## config.mk

```make
export PLATFORM = sky130hd
export DESIGN_NAME = spi_boot_loader
export DESIGN_NICKNAME = d
export VERILOG_FILES = /design/src/rtl/spi_boot_pkg.sv /design/src/rtl/spi_master_rx_byte.sv /design/src/rtl/spi_boot_loader.sv
export SDC_FILE = /design/constraint.sdc
export NUM_CORES = 1
export LEC_CHECK = 0
export BUFFER_PORTS_ARGS = -buffer_cell sky130_fd_sc_hd__buf_4
export CORE_MARGIN = 2
export CORE_UTILIZATION = 55
export DETAILED_ROUTE_END_ITERATION = 8
export PLACE_DENSITY = 0.76
export SETUP_SLACK_MARGIN = 0.2
export SKIP_LAST_GASP = 1
export SLEW_MARGIN = 15
export SYNTH_ARGS = -nofsm -noshare
export SYNTH_HDL_FRONTEND = slang
export SYNTH_SLANG_ARGS = --single-unit
```

## constraint.sdc

```tcl
create_clock -name clk -period 2.7 [get_ports clk]
set_input_delay 0.27 -clock clk [delete_from_list [all_inputs] [get_ports clk]]
set_output_delay 0.27 -clock clk [all_outputs]
set_load 0.02 [all_outputs]
```

## src/rtl/spi_boot_pkg.sv

```systemverilog
// Shared types and constants for the SPI flash boot loader.
package spi_boot_pkg;

  typedef enum logic [2:0] {
    IDLE,
    SELECT,
    SHIFT,
    GAP,
    WRITE,
    FINISH
  } state_t;

  localparam int BYTES_PER_WORD = 4;
  localparam int BYTE_W         = 8;

  // Byte address of word idx relative to base; wraps modulo 2^32.
  function automatic logic [31:0] word_addr(input logic [31:0] base, input logic [31:0] idx);
    return base + (idx << 2);
  endfunction

endpackage

```

## src/rtl/spi_master_rx_byte.sv

```systemverilog
// Receives one SPI mode-0 byte, MSB first: 16 sck half-periods of CLK_DIV clk cycles each.
module spi_master_rx_byte #(
  parameter int CLK_DIV = 4
) (
  input  logic       clk,
  input  logic       rst_n,
  input  logic       go,
  input  logic       miso,
  output logic       done,
  output logic [7:0] rx_byte,
  output logic       sck
);

  localparam int DIV_W = $clog2(CLK_DIV + 1);

  logic             active;
  logic [DIV_W-1:0] div_cnt;
  logic [3:0]       edge_cnt;
  logic             tick;

  assign tick = active && (div_cnt == DIV_W'(CLK_DIV - 1));
  // Combinational so the caller leaves SHIFT exactly on the 8th falling edge.
  assign done = tick && (edge_cnt == 4'd15);

  always_ff @(posedge clk or negedge rst_n) begin
    if (!rst_n) begin
      active   <= 1'b0;
      div_cnt  <= '0;
      edge_cnt <= '0;
      sck      <= 1'b0;
      rx_byte  <= '0;
    end else if (go && !active) begin
      active   <= 1'b1;
      div_cnt  <= '0;
      edge_cnt <= '0;
      sck      <= 1'b0;
    end else if (active) begin
      if (tick) begin
        div_cnt  <= '0;
        sck      <= ~sck;
        edge_cnt <= edge_cnt + 4'd1;
        if (!sck) rx_byte <= {rx_byte[6:0], miso};
        if (edge_cnt == 4'd15) active <= 1'b0;
      end else begin
        div_cnt <= div_cnt + DIV_W'(1);
      end
    end
  end

endmodule

```

## src/rtl/spi_boot_loader.sv

```systemverilog
// Copies word_count little-endian words from SPI flash (one byte per ss frame)
// into on-chip memory through a req/gnt write port.
module spi_boot_loader
  import spi_boot_pkg::*;
#(
  parameter int CLK_DIV = 4,
  parameter int SS_GAP  = 2,
  parameter int CNT_W   = 11
) (
  input  logic             clk,
  input  logic             rst_n,
  input  logic             start,
  input  logic [CNT_W-1:0] word_count,
  input  logic [31:0]      base_addr,
  output logic             busy,
  output logic             done,
  output logic             mem_req,
  output logic [31:0]      mem_addr,
  output logic [31:0]      mem_wdata,
  input  logic             mem_gnt,
  output logic             ss,
  output logic             sck,
  output logic             mosi,
  input  logic             miso
);

  localparam logic [3:0] GAP_LAST = 4'(SS_GAP - 1);

  state_t           state, state_n;
  logic [CNT_W-1:0] count_q;
  logic [CNT_W-1:0] word_idx;
  logic [CNT_W:0]   idx_next;
  logic [1:0]       byte_idx;
  logic [31:0]      base_q;
  logic [31:0]      word_q;
  logic [3:0]       gap_cnt;
  logic             gap_end;
  logic             word_full;
  logic             last_word;
  logic             rx_go;
  logic             rx_done;
  logic [7:0]       rx_byte;

  spi_master_rx_byte #(.CLK_DIV(CLK_DIV)) u_rx (
    .clk     (clk),
    .rst_n   (rst_n),
    .go      (rx_go),
    .miso    (miso),
    .done    (rx_done),
    .rx_byte (rx_byte),
    .sck     (sck)
  );

  assign idx_next  = {1'b0, word_idx} + (CNT_W + 1)'(1);
  assign last_word = (idx_next == {1'b0, count_q});
  assign gap_end   = (state == GAP) && (gap_cnt == GAP_LAST);
  assign word_full = (byte_idx == 2'(BYTES_PER_WORD - 1));
  assign ss        = !((state == SELECT) || (state == SHIFT));
  assign mosi      = 1'b0;

  always_ff @(posedge clk or negedge rst_n) begin
    if (!rst_n) state <= IDLE;
    else        state <= state_n;
  end

  always_comb begin
    state_n = state;
    rx_go   = 1'b0;
    case (state)
      IDLE:    if (start) state_n = (word_count == '0) ? FINISH : SELECT;
      SELECT: begin
        rx_go   = 1'b1;
        state_n = SHIFT;
      end
      SHIFT:   if (rx_done) state_n = GAP;
      GAP:     if (gap_end) state_n = word_full ? WRITE : SELECT;
      WRITE:   if (mem_gnt) state_n = last_word ? FINISH : SELECT;
      FINISH:  state_n = IDLE;
      default: state_n = IDLE;
    endcase
  end

  always_ff @(posedge clk or negedge rst_n) begin
    if (!rst_n) begin
      busy      <= 1'b0;
      done      <= 1'b0;
      mem_req   <= 1'b0;
      mem_addr  <= '0;
      mem_wdata <= '0;
      count_q   <= '0;
      base_q    <= '0;
      word_idx  <= '0;
      byte_idx  <= '0;
      word_q    <= '0;
      gap_cnt   <= '0;
    end else begin
      done <= (state == FINISH);
      case (state)
        IDLE: if (start) begin
          busy     <= 1'b1;
          count_q  <= word_count;
          base_q   <= base_addr & ~32'h3;
          word_idx <= '0;
          byte_idx <= '0;
        end
        SHIFT: if (rx_done) begin
          word_q[{byte_idx, 3'b000} +: BYTE_W] <= rx_byte;
          gap_cnt <= '0;
        end
        GAP: if (gap_end) begin
          byte_idx <= byte_idx + 2'd1;
          // Address and data are frozen here and held for the whole request.
          if (word_full) begin
            mem_req   <= 1'b1;
            mem_addr  <= word_addr(base_q, 32'(word_idx));
            mem_wdata <= word_q;
          end
        end else begin
          gap_cnt <= gap_cnt + 4'd1;
        end
        WRITE: if (mem_gnt) begin
          mem_req  <= 1'b0;
          word_idx <= word_idx + CNT_W'(1);
        end
        FINISH: busy <= 1'b0;
        default: ;
      endcase
    end
  end

endmodule

```

==> results of run 1 <==
## worst max-delay path: stages, from the launching register on
cell and delay [ns]:
dfrtp_1 0.48, ha_1 0.45, nand2_1 0.08, o21ai_1 0.28
a31oi_4 0.22, a2111oi_2 0.51, xnor2_1 0.17, o21ai_1 0.07
## report_power, final
| part | total (mW) | leakage (nW) | switching, mW | internal, mW |
|---|---|---|---|---|
| clock network | 2.45 | 0.284 | 1.05 | 1.40 |
| registers | 2.70 | 2.34 | 0.0427 | 2.66 |
| logic | 0.205 | 2.31 | 0.114 | 0.0909 |
## registers in the layout (all words and copies together), names as in the netlist, 8 cells and up
signal and flops:
u_rx.rx_byte 8, word_q 32, mem_wdata 32, count_q 11, word_idx 11, base_q 30
mem_addr 30
## synthesized netlist by cell type, types with 6 or more instances
master,instances
nand2_1,332
dfrtp_1,175
o21ai_0,70
clkbuf_1,29
nand3_1,27
nor2_1,27
xnor2_1,24
a21oi_1,23
ha_1,22
inv_1,17
o21ai_1,15
a31oi_1,12
and3_1,12
xor2_1,11
buf_2,10
o31ai_1,10
nand4_1,9
mux2_2,8
or3_1,7
or4_1,7
buf_4,6
nand2b_1,6
nor3_1,6
## cell families (layout without fill, tap and decap cells)
| group | Yosys count | count (layout) |
|---|---|---|
| buffers and inverters | 65 | 183 |
| AOI/OAI and AO/OA | 159 | 159 |
| other | 1 | 3 |
| xor gates and xnor gates | 35 | 35 |
| muxes | 9 | 9 |
| DFF | 175 | 175 |
| adders and majority gates | 23 | 23 |
| and+or+nand+nor | 461 | 461 |
## per-layer routing
| metal | track usage, % | up-vias |
|---|---|---|
| met4 | 8.86 | 0 |
| met5 | 0 | - |
| met1 | 33.0 | 3157 |
| met3 | 4.10 | 22 |
| met2 | 38.4 | 153 |
| li1 | - | 3324 |
## final cells by class
class                   count  area, µm²  area share (%)
repair buffers            134       1040            10.4
well taps                 184        230            2.30
flip-flops and latches    175       4380            43.8
inverters                  17       63.8           0.638
multi-input cells         690       3700            37.0
clock buffers              18        439            4.39
clock inverters            14        154            1.54
## stage by stage
| step | setup slack [ns] | std cells |
|---|---|---|
| 6_report | 0.346 | 1232 |
| 3_3_place_gp | 0.374 | 1199 |
| 3_5_place_dp | 0.314 | 1199 |
| 4_1_cts | 0.312 | 1232 |
| 5_1_grt | 0.193 | 1232 |
| 2_1_floorplan | 0.390 | 930 |
## what timing repair did
item / CTS / global route
resized for setup: 0 / 2
hold buffers: 1 / 0
setup endpoints to repair: 0 / 8
hold endpoints to repair: 54 / 0
## worst paths after layout
check,endpoint
worst max-delay path,mem_addr[31]
worst min-delay path,base_q[21]
worst max register to register,mem_addr[31]
worst min register to register,mem_wdata[14]
max in group asynchronous,word_idx[6]
min in group asynchronous,word_q[24]
==> impl_metrics.toml, run 1 <==
[status]
status = "finished clean"

[place]
dpl_cell_area_um2 = 9380
place.detailed.hpwl_mm = 12.7
place_congestion = 0.868
io_buffers = 112

[synthesis]
synthTopCellsByArea = "dfrtp_1, nand2_1, o21ai_0"
synth_top_area_share_pct = 52.6
yosysWarnings = 0
synth.avg_cell_area_um2 = 8.98
synthSimpleGateAreaFrac_pct = 24.0
synth-compound-area-share_pct = 11.5
synth_top_family_by_area = "simple AND/OR/NAND/NOR gates"
synth_cells = 928
ys_async_sr_fraction_pct = 100
ys.flop_type = "dfrtp_1"
synth_area_um2 = 8330
synth_area_leader_cell = "dfrtp_1"
ys_seq_area_share_pct = 52.6
muxShareOfSynthArea_pct = 1.20
synth-xor-area-share_pct = 3.68
synth_fa_ha_area_share_pct = 3.54
synth.distinct_cells = 59
synth_seq_cells = 175
synth_edf_count = 0

[floorplanning]
coreArea_um2 = 14600
die_height_um = 127
die_w_um = 127
ioPinCount = 118
rows = 44
dieArea_um2 = 16200
initial_core_util_pct = 56.9

[worst_setup_path]
arrival_ns = 2.67
worstSetupPathType = "register to register"
startpoint_type = "register"
r2r_start = "word_idx[8]"
r2r_slack_ns = 0.35
crit_required_ns = 3.02
worstRegToRegCells = 7
path_max_fanout = 10
cp-end-kind = "register"
crit_start = "word_idx[8]"

[sta]
period_minus_slack_ns = 2.35
rsz0062_at_grt = "yes"
setup_tns_ns = 0
setup_viol = 0
hold_ws_ns = 0.0258
final_max_slew_viol_count = 0
max_slew_margin_pct = 65.9
fin_skew_ns = 0.00796
hold_viol_final = 0
post-route-period-util_pct = 87.2
worst_slew_pin_slew_ns = 0.510
fmax_mhz = 425

[clocking]
cts_tree = "yes"
cts.sinks = 175
cts-root-buf = "clkbuf_16"
htreeDepth = 4
clkLatencyLatePin_ns = 0.43
clkTransAtPathRegs_ns = 0.07
clockBufferDepth = 2
post_cts_buffers = 0
cts_buffers = 17

[global_routing]
track_usage_pct = 23.9
grt_pass1_wl_mm = 30.9
grt.overflow.total = 0
antenna_found_initial = 0
grt_pass1_vias = 6364
grt_max_degree = 75

[finish]
utilization_pct = 68.3
most-common-layout-cells = "nand2_1, dfrtp_1, buf_4, o21ai_0"
layout.nets = 1106
antenna_cells = 0
fillCellCount = 1222
final_common_cell = "nand2_1"
syn2layout_area_growth_pct = 20.0
final_area_um2 = 10000
drive_above_1_share_pct = 18.3

[detailed_routing]
dr_total_vias = 6656
wl_met3_um = 749
highest_layer = "met4"
drc = 0
wl_met1_mm = 8.15
viasPerCell = 5.40
wl_per_cell_um = 14.7
drt_wl_total_mm = 18.1
firstDrtPassIters = 7
postRouteAntennaNets = 0
wl_met2_mm = 8.76
drt_iter0_markers = 496

[power_and_ir_drop]
power_density_nw_per_um2 = 535
peakVddDrop_mv = 0.418
total_power_mw = 5.35
p_leak_nw = 4.94

[worst_hold_path]
holdPathStages = 3
worst_hold_startpoint = "base_addr[21]"
hold_class = "input pin to register"

[job]
maxCapViolations = 0
(Power assumes the default switching activity.)
==> run 2: changes to the inputs <==
--- a/config.mk
+++ b/config.mk
@@ -9,6 +9,7 @@
 export CORE_MARGIN = 2
 export CORE_UTILIZATION = 55
 export DETAILED_ROUTE_END_ITERATION = 8
+export GPL_TIMING_DRIVEN = 0
 export PLACE_DENSITY = 0.76
 export SETUP_SLACK_MARGIN = 0.2
 export SKIP_LAST_GASP = 1
==> run 2 against run 1 <==
  * Clock skew is 0.0015 ns higher
  * Critical path depth is 1 higher
  * First-iteration DRC count is 3.0% lower
  * Die area stayed put
  * Clock power hardly changed
  * Total power is 0.23% lower
  * Worst setup slack worse by 0.026 ns
  * Design area is 1.1% higher
  * Global-route usage is 1.4 points higher
  * Critical path type unchanged
  * Highest routed layer unchanged
==> impl_metrics.toml, run 2 (synthesis gave the netlist of run 1 again) <==
[global_routing]
grt_max_degree = 101
grt_pass1_vias = 6703
grt_pass1_wl_mm = 32.8
track_usage_pct = 25.2
grt.overflow.total = 0
antenna_found_initial = 0

[finish]
largestRegisters = "mem_wdata (32), word_q (32)"
layout.nets = 1136
drive_above_1_share_pct = 17.3
antenna_cells = 0
regArea_um2 = 4380
multiInputGateArea_um2 = 3720
final_area_um2 = 10100
fillCellCount = 1218
final_common_cell = "nand2_1"
most-common-layout-cells = "nand2_1, dfrtp_1, buf_4, o21ai_0, clkbuf_1"
syn2layout_area_growth_pct = 21.3

[floorplanning]
initial_core_util_pct = 56.9
coreArea_um2 = 14600
dieArea_um2 = 16200
ioPinCount = 118
die_height_um = 127
rows = 44
die_w_um = 127

[detailed_routing]
drt_wl_total_mm = 19.4
viasPerCell = 5.48
dr_total_vias = 6915
wl_per_cell_um = 15.4
drc = 0
drt_iter0_markers = 481
postRouteAntennaNets = 0
firstDrtPassIters = 6

[worst_setup_path]
crit_required_ns = 3.06
arrival_ns = 2.74
path_max_fanout = 3
worstRegToRegCells = 8
worstSetupPathType = "register to register"
cp-end-kind = "register"
startpoint_type = "register"

[job]
maxCapViolations = 0

[sta]
fmax_mhz = 420
post-route-period-util_pct = 88.2
max_slew_margin_pct = 39.5
worst_slew_pin_slew_ns = 0.901
fin_skew_ns = 0.00943
setup_tns_ns = 0
period_minus_slack_ns = 2.38
final_max_slew_viol_count = 0
rsz0062_at_grt = "no"
setup_viol = 0
hold_viol_final = 0

[clocking]
cts_tree = "yes"
htreeDepth = 4
clkTransAtPathRegs_ns = 0.06
cts_buffers = 17
cts-root-buf = "clkbuf_16"
clkLatencyLatePin_ns = 0.43
cts.sinks = 175
clockBufferDepth = 2

[worst_hold_path]
holdPathStages = 3
hold_class = "input pin to register"

[power_and_ir_drop]
switching_share_pct = 21.1
peakVddDrop_mv = 0.461
internal_power_mw = 4.21
switching_power_mw = 1.13
combPwrFrac_pct = 4.0
p_seq_share_pct = 50.6
p_leak_nw = 4.96
power_density_nw_per_um2 = 528
clkPwrFrac_pct = 45.4

[place]
dpl_cell_area_um2 = 9450
io_buffers = 112
place.detailed.hpwl_mm = 13.7
place_congestion = 0.927

[status]
status = "finished clean"
-- run 2: through the flow --
stage,setup WS [ns],utilization (%),cells,power [mW],hold slack [ns]
6_report,0.320,69.0,1261,5.34,0.0269
5_1_grt,0.200,69.0,1261,5.51,0.0271
4_1_cts,0.222,68.7,1260,5.36,0.0193
3_5_place_dp,0.00577,64.5,1227,2.96,0.288
3_3_place_gp,0.0582,64.3,1226,2.95,0.448
2_1_floorplan,0.390,-,930,2.82,-0.0256
-- run 2: area by class of cell --
class / count / area share (%)
Sequential cell: 175 / 43.4
Multi-Input combinational cell: 690 / 36.9
Timing Repair Buffer: 116 / 8.91
Clock buffer: 27 / 4.98
Tap cell: 184 / 2.28
Buffer: 48 / 2.23
Clock inverter: 4 / 0.755
Inverter: 17 / 0.631
-- run 2: path summary, 6_finish.rpt --
path | slack, ns | start | endpoint
max in group asynchronous | 1.40 | rst_n | base_q[19]
min | 0.03 | base_addr[8] | base_q[8]
min reg2reg | 0.46 | word_q[29] | mem_wdata[29]
max | 0.32 | word_idx[0] | mem_addr[12]
max reg2reg | 0.32 | word_idx[0] | mem_addr[12]
min in group asynchronous | 0.41 | rst_n | u_rx.div_cnt[1]
-- run 2: power groups by stage --
| stage | Combinational [mW] | Sequential, mW | Clock (mW) |
|---|---|---|---|
| after floorplan | 0.0839 | 2.74 | 0 |
| after global placement | 0.202 | 2.75 | 0 |
| after detailed placement | 0.212 | 2.75 | 0 |
| after CTS | 0.215 | 2.70 | 2.45 |
| after global routing | 0.244 | 2.71 | 2.56 |
| final | 0.213 | 2.70 | 2.42 |
-- run 2: critical path: stages (launching register included) --
cell,delay (ns)
dfrtp_2,0.40
ha_1,0.23
fa_1,0.43
a21oi_2,0.19
o21ai_1,0.12
a21oi_1,0.15
o21ai_0,0.20
or4_1,0.51
nand3_1,0.09
-- run 2: repair_timing --
item	4_1_cts	5_1_grt
setup buffers	1	1
hold endpoints to repair	75	0
endpoints found under the setup margin	19	62
hold buffers	1	0
resized for setup	4	8
pin swaps	1	0
-- run 2: layer usage --
layer	GRT usage (%)	wire length, µm	vias up
met5	0	0	-
met4	10.0	541	0
met3	4.10	768	38
met2	40.3	9120	171
met1	35.0	8960	3325
li1	-	-	3381
